**src/rtl/power_seq_if.sv**
```systemverilog
// Signal bundle between the power button FSM side and the rail sequencer.
// The sequencer takes the slave view; the button/regulator side takes the master view.
interface power_seq_if #(
  parameter int NUM_RAILS = 3
);
  logic                 ce;
  logic                 pwr_enable;
  logic [NUM_RAILS-1:0] pgood;
  logic [NUM_RAILS-1:0] rail_en;
  logic                 soc_rst_n;
  logic                 pwr_fault;
  logic                 busy;

  modport master (
    output ce, pwr_enable, pgood,
    input  rail_en, soc_rst_n, pwr_fault, busy
  );

  modport slave (
    input  ce, pwr_enable, pgood,
    output rail_en, soc_rst_n, pwr_fault, busy
  );
endinterface

```
**src/rtl/power_seq.sv**
```systemverilog
// Rail sequencer: ascending ramp gated on per-rail power-good with timeout,
// timed SoC reset release, descending power-down and a sticky fault latch.
module power_seq #(
  parameter int         NUM_RAILS   = 3,
  parameter logic [7:0] PG_TIMEOUT  = 8'd100,
  parameter logic [7:0] RESET_DELAY = 8'd10,
  parameter logic [7:0] OFF_DELAY   = 8'd5
) (
  input logic        clk,
  input logic        rst,
  power_seq_if.slave bus
);
  localparam int               IDX_W    = $clog2(NUM_RAILS);
  localparam logic [IDX_W-1:0] LAST_IDX = IDX_W'(NUM_RAILS - 1);

  typedef enum logic [2:0] {
    S_OFF,
    S_UP,
    S_RST_HOLD,
    S_ON,
    S_DOWN,
    S_FAULT
  } state_t;

  state_t               state_reg, state_next;
  logic [IDX_W-1:0]     idx_reg, idx_next;
  logic [7:0]           cnt_reg, cnt_next;
  logic [NUM_RAILS-1:0] rail_en_reg, rail_en_next;
  logic                 soc_rst_n_reg, soc_rst_n_next;
  logic                 pwr_fault_reg, pwr_fault_next;
  logic                 busy_reg, busy_next;

  logic [NUM_RAILS-1:0] idx_onehot;
  logic [NUM_RAILS-1:0] up_onehot;
  logic                 pg_cur;
  logic                 pg_all;

  // One-hot decode of idx avoids an out-of-range select when NUM_RAILS is not a power of two.
  for (genvar gi = 0; gi < NUM_RAILS; gi++) begin : g_idx_dec
    assign idx_onehot[gi] = (idx_reg == IDX_W'(gi));
  end

  assign up_onehot = {idx_onehot[NUM_RAILS-2:0], 1'b0};
  assign pg_cur    = |(bus.pgood & idx_onehot);
  assign pg_all    = &bus.pgood;

  always_comb begin
    state_next     = state_reg;
    idx_next       = idx_reg;
    cnt_next       = cnt_reg;
    rail_en_next   = rail_en_reg;
    soc_rst_n_next = soc_rst_n_reg;
    pwr_fault_next = pwr_fault_reg;

    unique case (state_reg)
      S_OFF: begin
        if (bus.pwr_enable) begin
          state_next     = S_UP;
          idx_next       = '0;
          cnt_next       = '0;
          rail_en_next   = NUM_RAILS'(1);
          pwr_fault_next = 1'b0;
        end
      end

      S_UP: begin
        if (!bus.pwr_enable) begin
          state_next = S_DOWN;
          cnt_next   = '0;
        end else if (pg_cur && (idx_reg == LAST_IDX)) begin
          state_next = S_RST_HOLD;
          cnt_next   = '0;
        end else if (pg_cur) begin
          idx_next     = idx_reg + IDX_W'(1);
          cnt_next     = '0;
          rail_en_next = rail_en_reg | up_onehot;
        end else if (cnt_reg == PG_TIMEOUT - 8'd1) begin
          state_next     = S_FAULT;
          cnt_next       = '0;
          rail_en_next   = '0;
          soc_rst_n_next = 1'b0;
          pwr_fault_next = 1'b1;
        end else begin
          cnt_next = cnt_reg + 8'd1;
        end
      end

      S_RST_HOLD: begin
        if (!bus.pwr_enable) begin
          state_next = S_DOWN;
          idx_next   = LAST_IDX;
          cnt_next   = '0;
        end else if (!pg_all) begin
          state_next     = S_FAULT;
          cnt_next       = '0;
          rail_en_next   = '0;
          soc_rst_n_next = 1'b0;
          pwr_fault_next = 1'b1;
        end else if (cnt_reg == RESET_DELAY - 8'd1) begin
          state_next     = S_ON;
          cnt_next       = '0;
          soc_rst_n_next = 1'b1;
        end else begin
          cnt_next = cnt_reg + 8'd1;
        end
      end

      S_ON: begin
        // A lost rail wins over a simultaneous power-down request.
        if (!pg_all) begin
          state_next     = S_FAULT;
          cnt_next       = '0;
          rail_en_next   = '0;
          soc_rst_n_next = 1'b0;
          pwr_fault_next = 1'b1;
        end else if (!bus.pwr_enable) begin
          state_next     = S_DOWN;
          idx_next       = LAST_IDX;
          cnt_next       = '0;
          soc_rst_n_next = 1'b0;
        end
      end

      S_DOWN: begin
        if (cnt_reg == OFF_DELAY - 8'd1) begin
          rail_en_next = rail_en_reg & ~idx_onehot;
          cnt_next     = '0;
          if (idx_reg == '0) begin
            state_next = S_OFF;
          end else begin
            idx_next = idx_reg - IDX_W'(1);
          end
        end else begin
          cnt_next = cnt_reg + 8'd1;
        end
      end

      S_FAULT: begin
        if (!bus.pwr_enable) begin
          state_next = S_OFF;
          idx_next   = '0;
          cnt_next   = '0;
        end
      end

      default: begin
        state_next     = S_OFF;
        idx_next       = '0;
        cnt_next       = '0;
        rail_en_next   = '0;
        soc_rst_n_next = 1'b0;
      end
    endcase

    busy_next = (state_next == S_UP) || (state_next == S_RST_HOLD) || (state_next == S_DOWN);
  end

  always_ff @(posedge clk) begin
    if (rst) begin
      state_reg     <= S_OFF;
      idx_reg       <= '0;
      cnt_reg       <= '0;
      rail_en_reg   <= '0;
      soc_rst_n_reg <= 1'b0;
      pwr_fault_reg <= 1'b0;
      busy_reg      <= 1'b0;
    end else if (bus.ce) begin
      state_reg     <= state_next;
      idx_reg       <= idx_next;
      cnt_reg       <= cnt_next;
      rail_en_reg   <= rail_en_next;
      soc_rst_n_reg <= soc_rst_n_next;
      pwr_fault_reg <= pwr_fault_next;
      busy_reg      <= busy_next;
    end
  end

  assign bus.rail_en   = rail_en_reg;
  assign bus.soc_rst_n = soc_rst_n_reg;
  assign bus.pwr_fault = pwr_fault_reg;
  assign bus.busy      = busy_reg;
endmodule

```
**src/flat_wrapper.sv**
```systemverilog
// flat-port wrapper written by rule: the top's interface ports become plain ports
module power_seq_flat 
#(
  parameter int         NUM_RAILS   = 3,
  parameter logic [7:0] PG_TIMEOUT  = 8'd100,
  parameter logic [7:0] RESET_DELAY = 8'd10,
  parameter logic [7:0] OFF_DELAY   = 8'd5
)
  (clk, rst, bus_ce, bus_pwr_enable, bus_pgood, bus_rail_en, bus_soc_rst_n, bus_pwr_fault, bus_busy);
  power_seq_if #(.NUM_RAILS(NUM_RAILS)) bus_i ();
  input logic clk;
  input logic rst;
  input wire logic [$bits(bus_i.ce)-1:0] bus_ce;
  input wire logic [$bits(bus_i.pwr_enable)-1:0] bus_pwr_enable;
  input wire logic [$bits(bus_i.pgood)-1:0] bus_pgood;
  output wire logic [$bits(bus_i.rail_en)-1:0] bus_rail_en;
  output wire logic [$bits(bus_i.soc_rst_n)-1:0] bus_soc_rst_n;
  output wire logic [$bits(bus_i.pwr_fault)-1:0] bus_pwr_fault;
  output wire logic [$bits(bus_i.busy)-1:0] bus_busy;
  assign bus_i.ce = bus_ce;
  assign bus_i.pwr_enable = bus_pwr_enable;
  assign bus_i.pgood = bus_pgood;
  assign bus_rail_en = bus_i.rail_en;
  assign bus_soc_rst_n = bus_i.soc_rst_n;
  assign bus_pwr_fault = bus_i.pwr_fault;
  assign bus_busy = bus_i.busy;
  power_seq #(.NUM_RAILS(NUM_RAILS), .PG_TIMEOUT(PG_TIMEOUT), .RESET_DELAY(RESET_DELAY), .OFF_DELAY(OFF_DELAY)) u_core (.clk(clk), .rst(rst), .bus(bus_i));
endmodule
```
**config.mk**
```make
export PLATFORM = sky130hd
export DESIGN_NAME = power_seq_flat
export DESIGN_NICKNAME = d
export VERILOG_FILES = /design/src/rtl/power_seq_if.sv /design/src/rtl/power_seq.sv /design/src/flat_wrapper.sv
export SDC_FILE = /design/constraint.sdc
export NUM_CORES = 1
export LEC_CHECK = 0
export ABC_AREA = 0
export BUFFER_PORTS_ARGS = -buffer_cell sky130_fd_sc_hd__buf_2
export CAP_MARGIN = 20
export CORE_ASPECT_RATIO = 2
export CORE_MARGIN = 2
export CORE_UTILIZATION = 55
export DETAILED_ROUTE_END_ITERATION = 8
export GPL_TIMING_DRIVEN = 1
export MAX_ROUTING_LAYER = met4
export PLACE_DENSITY = 0.77
export SYNTH_ARGS = -nofsm -noshare
export SYNTH_HDL_FRONTEND = slang
export SYNTH_SLANG_ARGS = --single-unit
export TNS_END_PERCENT = 20
```
**constraint.sdc**
```tcl
create_clock -name clk -period 2.53 [get_ports clk]
set_input_delay 0.506 -clock clk [delete_from_list [all_inputs] [get_ports clk]]
set_output_delay 0.506 -clock clk [all_outputs]
set_load 0.05 [all_outputs]
```
## After elaboration in Yosys (flattened, before gate mapping)

Cells that the tools add are included.

- Latch bits: 0
- RAM bits: 0
- ROM bits: 0
- Input bits: 7
- Flip-flop bits (word level): 19
- Output and inout bits: 6
- Memories: 0

- Bitwise logic cells: 6
- Div/mod/pow operators: 0
- Shift-type cells: 0
- Multipliers: 0
- Add/subtract/negate cells: 3
- Eq/ne operators: 27
- Multiplexer cells: 63
- Reduce and logical (&&, ||, !) cells: 14
- $lt $le $gt $ge: 0

Operator list:

| operator | count |
|---|---|
| 2-to-1 mux 8 bit | 11 |
| 2-to-1 mux 3 bit | 21 |
| case mux 8 bit (6 select lines) | 1 |
| case mux 3 bit (6 select lines) | 2 |
| 2-to-1 mux 2 bit | 9 |
| AND reduction 9 bit | 2 |
| 2-to-1 mux 1 bit | 16 |
| AND reduction 8 bit | 2 |
| inequality test 2 bit (second input constant) | 7 |
| case mux 2 bit (6 select lines) | 1 |
| equality test 3 x 2 -> 1 bit (second input constant) | 3 |
| equality test 3 bit (second input constant) | 3 |
| adder 8 x 1 -> 8 bit (second input constant) | 1 |
| equality test 8 x 3 -> 1 bit (second input constant) | 1 |
| equality test 8 x 4 -> 1 bit (second input constant) | 1 |
| equality test 8 x 7 -> 1 bit (second input constant) | 1 |
| inequality test 2 x 1 -> 1 bit (second input constant) | 4 |
| case mux 1 bit (4 select lines) | 2 |
| AND 3 bit | 2 |
| equality test 3 x 1 -> 1 bit (second input constant) | 2 |
| inequality test 3 bit (second input constant) | 2 |
| OR reduction 3 bit | 2 |
| nonzero test 4 bit | 1 |
| zero test 3 bit | 1 |
| other kinds (13) | 15 |

## Logic depth before layout (Yosys ltp)

Gate-level depths: netlist (run 1).

- Word-level depth: 10
- Mapped depth: 8

## Worst setup path after synthesis (run 1)

No wires, ideal clock.

- Kind: register -> register
- Start point: register u_core.idx_reg[0]
- End point: register u_core.cnt_reg[3]
- Data required time: 2.456 ns
- Buffers on the path: 1
- Setup slack: 0.391 ns
- Cell stages (with the launch flop): 9
- Clock period less this slack: 2.139 ns
- Arrival time: 2.064 ns
- Path through: dfxtp_1 > inv_1 > ha_1 > a222oi_1 > o211ai_1 > o311ai_0 > buf_2 > nand3_1 > a31oi_1

- Cells in the longest elaborated chain, start to end: 7

Ends and longest elaborated chain:

| item | RTL line | text |
|---|---|---|
| start, declared | power_seq.sv:26 | `logic [IDX_W-1:0] idx_reg, idx_next;` |
| start signal, assigned | power_seq.sv:169 | `idx_reg <= idx_next;` |
| equality test 2 x 1 -> 1 bit, or another cell as far along | power_seq.sv:40 | `assign idx_onehot[gi] = (idx_reg == IDX_W'(gi));` |
| AND 3 bit | power_seq.sv:44 | `assign pg_cur = \|(bus.pgood & idx_onehot);` |
| OR reduction 3 bit | power_seq.sv:44 |  |
| 2-to-1 mux 8 bit / logical AND 1 bit (equally long branches) | power_seq.sv:73, power_seq.sv:70 |  |
| 2-to-1 mux 8 bit (*) | power_seq.sv:70 | `end else if (pg_cur && (idx_reg == LAST_IDX)) begin` |
| 2-to-1 mux 8 bit (*) | power_seq.sv:67 | `if (!bus.pwr_enable) begin` |
| case mux 8 bit (6 select lines) (*) | power_seq.sv:55 | `unique case (state_reg)` |
| end signal, assigned | power_seq.sv:170 | `cnt_reg <= cnt_next;` |
| end, declared | power_seq.sv:27 | `logic [7:0] cnt_reg, cnt_next;` |

Every way passes the cells marked *; elsewhere a longest branch is shown, timed or not.
A chain may end at the register's enable or synchronous reset.

## Final worst setup path (run 1)

- Start point: register u_core.cnt_reg[5]
- End point: register u_core.rail_en_reg[2] (netlist: u_core.bus.rail_en[2])

- Cells in the longest elaborated chain, start to end: 3

Ends and longest elaborated chain:

| item | RTL line | text |
|---|---|---|
| equality test 8 x 7 -> 1 bit / equality test 8 x 3 -> 1 bit (equally long branches) | power_seq.sv:77, power_seq.sv:125 |  |
| inequality test 3 x 1 -> 1 bit (no line) / inequality test 2 x 1 -> 1 bit (equally long branches) | n/a |  |
| AND reduction 8 bit (no line) (*) | n/a |  |
| end signal, assigned | power_seq.sv:171 | `rail_en_reg <= rail_en_next;` |
| end, declared | power_seq.sv:28 | `logic [NUM_RAILS-1:0] rail_en_reg, rail_en_next;` |

Marked as above.

==> results of run 1 <==
power by group through the flow:
stage | registers [mW] | clock network, mW | logic (mW)
3_3_place_gp | 0.331 | 0 | 0.190
4_1_cts | 0.324 | 0.227 | 0.196
5_1_grt | 0.326 | 0.236 | 0.215
3_5_place_dp | 0.331 | 0 | 0.195
2_1_floorplan | 0.338 | 0 | 0.132
6_report | 0.325 | 0.220 | 0.198
cell usage after synthesis, drive strengths merged (3+ instances only):
master	n	area [um^2]
a31oi	8	50.05
nor2	13	48.80
inv	9	33.78
and3	5	31.28
nand4	3	18.77
clkbuf	13	48.80
o2111ai	3	32.53
nand3	15	75.07
o21ai	11	55.05
ha	6	75.07
o31ai	3	36.28
nor3	6	30.03
dfxtp	19	380.4
nand2	15	56.30
a21oi	9	45.04
nor2b	4	25.02
a211oi	5	37.54
o211ai	3	22.52
cell families after synthesis:
logic type,synth area share [%]
AOI/OAI and AO/OA,31.23
xor gates and xnor gates,0.5893
adders and majority gates,5.050
buffers and inverters,6.229
DFF,25.59
muxes,1.431
and+or+nand+nor,29.88
per-stage QoR:
step | hold slack (ns) | worst slack, ns | cell area (um^2) | cells | power, mW
after floorplan | 0.4781 | 0.3913 | 1486 | 196 | 0.4700
after global placement | 0.4695 | 0.4115 | 1560 | 226 | 0.5205
after detailed placement | 0.4747 | 0.3376 | 1560 | 226 | 0.5261
after CTS | 0.4860 | 0.3266 | 1607 | 230 | 0.7468
after global routing | 0.5248 | 0.1873 | 1607 | 230 | 0.7772
final | 0.4790 | 0.3366 | 1607 | 230 | 0.7438
cell type report:
class / instances / area, um^2
Multi-Input combinational cell: 153 / 1013
Fill cell: 248 / 963.4
Sequential cell: 19 / 380.4
Timing Repair Buffer: 17 / 97.59
Clock buffer: 3 / 41.29
Tap cell: 28 / 35.03
Inverter: 9 / 33.78
Clock inverter: 1 / 5.005
layout by cell type (no fill, tap or decap), types with 2 or more instances in the layout:
cell,n
nand4_1,3
or2_2,2
nand3_1,15
nand2_1,15
o21ai_0,10
nor2b_1,4
clkbuf_8,3
a31oi_1,8
inv_1,9
nand3b_1,2
nor2_1,13
and3_1,5
a21o_1,2
buf_4,5
dfxtp_1,19
o31ai_1,2
o2111ai_1,2
buf_2,12
a21oi_1,9
nor3_1,6
ha_1,6
a211oi_1,5
o211ai_1,3
and4_1,2
or3_1,2
worst reg2reg max path: stages, from the launching register on:
cell and delay (ns):
dfxtp_1 0.37, or4_4 0.58, o31ai_4 0.30, o2111ai_2 0.24
or4b_1 0.51, a21oi_1 0.13
layer usage:
layer,share of wire (%),track usage [%],vias to the layer above,wire (um)
met5,0,-,-,0
met3,3.0,4.000,21,125
met1,36,29.39,763,1521
met2,56,53.17,53,2376
met4,5.0,15.33,0,210
li1,-,-,760,-
worst max-delay path by stage:
stage | slack, ns | depth (start not counted) | start | endpoint
after floorplan | 0.39 | 8 | u_core.idx_reg[0] | u_core.cnt_reg[3]
final | 0.34 | 5 | u_core.cnt_reg[5] | u_core.bus.rail_en[2]
after global placement | 0.41 | 5 | u_core.cnt_reg[5] | u_core.bus.rail_en[2]
after detailed placement | 0.34 | 5 | u_core.cnt_reg[5] | u_core.bus.rail_en[2]
after global routing | 0.19 | 9 | u_core.idx_reg[0] | u_core.cnt_reg[7]
after CTS | 0.33 | 5 | u_core.cnt_reg[5] | u_core.bus.rail_en[2]
==> impl_results.md, run 1 <==
* Count of cell types in the netlist at 61
* Total GRT Usage at between 30% and 40%
* Port bufs at 12
* Cts hold-fix bufs at 0
* Period utilisation layout at between 80 and 90%
* Syn Std Cell Area at 1486 um^2
* Routed WL at 4233 um
* Max-slew violations at 0
* Final core occ at a little over three fifths
* Half-perimeter wire length after placement at 3252 um
* Max FFs per register at 8
* Max FO, Critical Path at 8
* Post-route ant nets at 0
* Main synth FF type: dfxtp_1
* Die Height at 77.52 um
* Reg clk slew, reported paths at 0.08 ns
* Die footprint at between 3000 and 4000 um^2
* Worst r2r src: u_core.cnt_reg[5]
* Tmin final at 2.193 ns
* Post-DR vias/cell at between 6 and 7
* Row count at 26
* Hold endpoint: u_core.bus.rail_en[2]
* Synth-to-Final Area Change at 8.081%
* Largest net degree at the start of global routing at 19
* Vias in the first global route at about 1500
* Critical Path RT at 2.73 ns
* Seq cells post-synth at 19
* Fin Setup TNS at 0 ns
* Num CTS Buffers at 3
* Initial antenna violation count at 0
* CTS tree: yes
* CP max-delay cell: or4_4
* Clock Power Share at 29.6%
* Sw Ratio at about a third
* Leakage at around 0.62 nW
* Die Wd at 40.76 um
* Global-route wire length before repair at about 6600 um
* Setup Crit Path Kind: register to register
* CP Launch Type: register
* Routability cong. at ~0.98
* Pint at about 0.49 mW
* Max-Cap Viols at 0
* Clk_skew at between 0.003 and 0.004 ns
* Starting Density at between 50% and 60%
* Sequential power share at between 40% and 50%
* DR iter-0 viols at 100
* Proportion of layout cells with a drive suffix above 1 at 13.86%
* Root Driver: clkbuf_8
* N_diodes at 0
* Clock Latency Late Sink at roughly 0.27 ns
* Power Density at 463.0 nW/um^2
* Post-Syn Nets at roughly 210
* Register area share after synthesis at between 20 and 30%
* DR vias at ~1600
* Layout net count at 216
* Worst hold path cell count at 2
* Reg2Reg Capture Point: u_core.bus.rail_en[2]
* Final setup viols at 0
* Top Ports at 13
* Max-slew headroom at between 50% and 60%
* CTS sink cnt at 19
* Wire per inst at around 18 um
* WP buf/inv at 0
* RSZ-0062 raised after global routing: no
* Hold Crit Start: u_core.bus.rail_en[2]
* Endpoints failing hold at 0
* Drt drc at 0
* Ys Warns at 0
* Path depth of the worst reg2reg path at 5
* Worst Hold Class: register to register
* Arrival time worst endpoint at 2.39 ns
* Gate power share at between 20% and 30%
* Core area at about 2600 um^2
* FMAX at between 0.4 and 0.5 GHz
* Syn avg cell area at ~7.6 um^2
* Crit-path leading delay family: simple AND/OR/NAND/NOR gates
* Slew @ Worst Pin at 0.6171 ns
* Clk buf depth at 2
* Ys async rst share at 0%
* Post-CTS resize count at 0
* CP endpoint kind: register
* Mapped Cells at around 200
* Overflow after GRT at 0
* Cells along the critical path: or4_4, o31ai_4, o2111ai_2, or4b_1, a21oi_1
* Status: finished clean
* Buffer count from post-CTS setup fixing at 0
* CP max stage delay at roughly 0.58 ns
* Reg2reg setup slack at ~0.34 ns
* Net Switching at around 0.25 mW
* EDFF count, synth at 0
* Detailed-router iteration count before antenna repair at 4
* Max H-tree Level at 1
* VDD IR max at 0.3317 mV
Power figures use the tool's default switching activity.
==> run 2: changes to the inputs <==
--- a/config.mk
+++ b/config.mk
@@ -10,11 +10,11 @@
 export CAP_MARGIN = 20
 export CORE_ASPECT_RATIO = 2
 export CORE_MARGIN = 2
-export CORE_UTILIZATION = 55
+export CORE_UTILIZATION = 35
 export DETAILED_ROUTE_END_ITERATION = 8
 export GPL_TIMING_DRIVEN = 1
 export MAX_ROUTING_LAYER = met4
-export PLACE_DENSITY = 0.77
+export PLACE_DENSITY = 0.55
 export SYNTH_ARGS = -nofsm -noshare
 export SYNTH_HDL_FRONTEND = slang
 export SYNTH_SLANG_ARGS = --single-unit
==> run 2 against run 1 <==
- sequential share of layout area down 0.65 points
- sequential power shrank 2%
- routed wire length up 2.3%
- via count decreased by 1.1%
- die area up 52%
- largest cell class unchanged
==> impl_results.md, run 2 (synthesis results as in run 1) <==
* Status: finished clean
* Max FO, Critical Path at 5
* Final worst slack at approximately 0.32 ns
* Post-DR vias/cell at slightly above 6
* Max FFs per register at 8
* Starting Density at between 30% and 40%
* Wire per inst at roughly 17 um
* Max-slew violations at 0
* Slew @ Worst Pin at between 0.5 and 0.6 ns
* Routability cong. at between 0.9 and 1
* Die footprint at roughly 4800 um^2
* Global-route wire length before repair at 6913 um
* Row count at 33
* Proportion of layout cells with a drive suffix above 1 at between 10% and 20%
* Port bufs at 12
* Top Ports at 13
* Routed WL at roughly 4300 um
* Tmin final at 2.213 ns
* Power Density at between 400 and 500 nW/um^2
* Root Driver: clkbuf_8
* Drt drc at 0
* Max-slew headroom at approximately 63%
* Overflow after GRT at 0
* RSZ-0062 raised after global routing: no
* Pre-CTS setup slack at about 0.32 ns
* Post-route ant nets at 0
* CTS tree: yes
* Layout net count at roughly 220
* Num CTS Buffers at 3
* Setup Crit Path Kind: register to register
* Die Wd at about 50 um
* DR iter-0 viols at roughly 50
* Post-CTS resize count at 0
* Vias in the first global route at between 1500 and 2000
* CP Launch Type: register
* Clk buf depth at 2
* Arrival time worst endpoint at 2.37 ns
* Die Height at between 90 and 100 um
* Cts hold-fix bufs at 0
* Max H-tree Level at 1
* CTS sink cnt at 19
* Final core occ at around two fifths
* Core area at 4088 um^2
* Clk_skew at 0.007648 ns
* Final setup viols at 0
* FF/Latch Area at 380.4 um^2
* Reg clk slew, reported paths at 0.08 ns
* Area of the multi-input gates at roughly 1000 um^2
* Power Total at about 0.75 mW
* Most frequent cells in the layout: dfxtp_1, nand2_1, nand3_1
* Fin Setup TNS at 0 ns
* Leakage at around 0.63 nW
* N_diodes at 0
* CP endpoint kind: register
* Endpoints failing hold at 0
* DR vias at roughly 1600
* FMAX at around 0.45 GHz
* Half-perimeter wire length after placement at ~3400 um
* Reg2reg setup slack at approximately 0.32 ns
* Critical Path RT at between 2 and 3 ns
* Fillcell total at 419
* VDD IR max at roughly 0.28 mV
* Period utilisation layout at between 80 and 90%
* Largest net degree at the start of global routing at 19
* Commonest non-fill, non-tap cell in the layout: dfxtp_1
* Max-Cap Viols at 0
* Initial antenna violation count at 0
* Buffer count from post-CTS setup fixing at 0
* Clock Latency Late Sink at 0.27 ns
* Worst Hold Class: register to register
* Total GRT Usage at around 20%
* Detailed-router iteration count before antenna repair at 4
* Synth-to-Final Area Change at 11.11%
-- run 2: cell types whose count changed in the layout (fill, tap and decap cells not counted) --
cell,change
buf_4,+2
-- run 2: critical path, stage by stage (launching register included) --
cell and delay [ns]:
dfxtp_1 0.38, inv_1 0.10, ha_1 0.27, a221o_1 0.35, a32o_1 0.28, nand3b_1 0.18
o211a_1 0.22, o311a_1 0.31
-- run 2: where the power goes --
group / internal (mW) / total (mW) / switching [mW]
logic: 0.0738 / 0.203 / 0.130
registers: 0.309 / 0.320 / 0.0109
clock network: 0.110 / 0.227 / 0.117
total: 0.493 / 0.750 / 0.257
-- run 2: final timing paths --
check,depth (start not counted),startpoint,to
min,2,u_core.bus.rail_en[2],u_core.bus.rail_en[2]
min reg2reg,2,u_core.bus.rail_en[2],u_core.bus.rail_en[2]
max,7,u_core.idx_reg[0],u_core.bus.busy
max reg2reg,7,u_core.idx_reg[0],u_core.bus.busy
-- run 2: metrics by stage --
stage / instance area (um^2) / hold WS [ns] / std cells
finish: 1652 / 0.4837 / 256
global route: 1652 / 0.5216 / 256
CTS: 1652 / 0.4851 / 256
detailed placement: 1605 / 0.4733 / 252
global placement: 1605 / 0.4710 / 252
floorplan: 1486 / 0.4781 / 196
-- run 2: layout make-up --
class                      count  share of cell area, %
inverter                       9                  2.045
clock inverter                 1                 0.3030
sequential                    19                  23.03
timing repair buffer          19                  6.818
multi-input combinational    153                  61.36
tap                           52                  3.939
clock buffer                   3                  2.500
-- run 2: metal layers --
metal  track usage [%]  part of all wire, %
met1             17.54                   37
met2             35.96                   54
met3             2.174                  2.7
met4             14.81                  6.2
met5                 -                    0
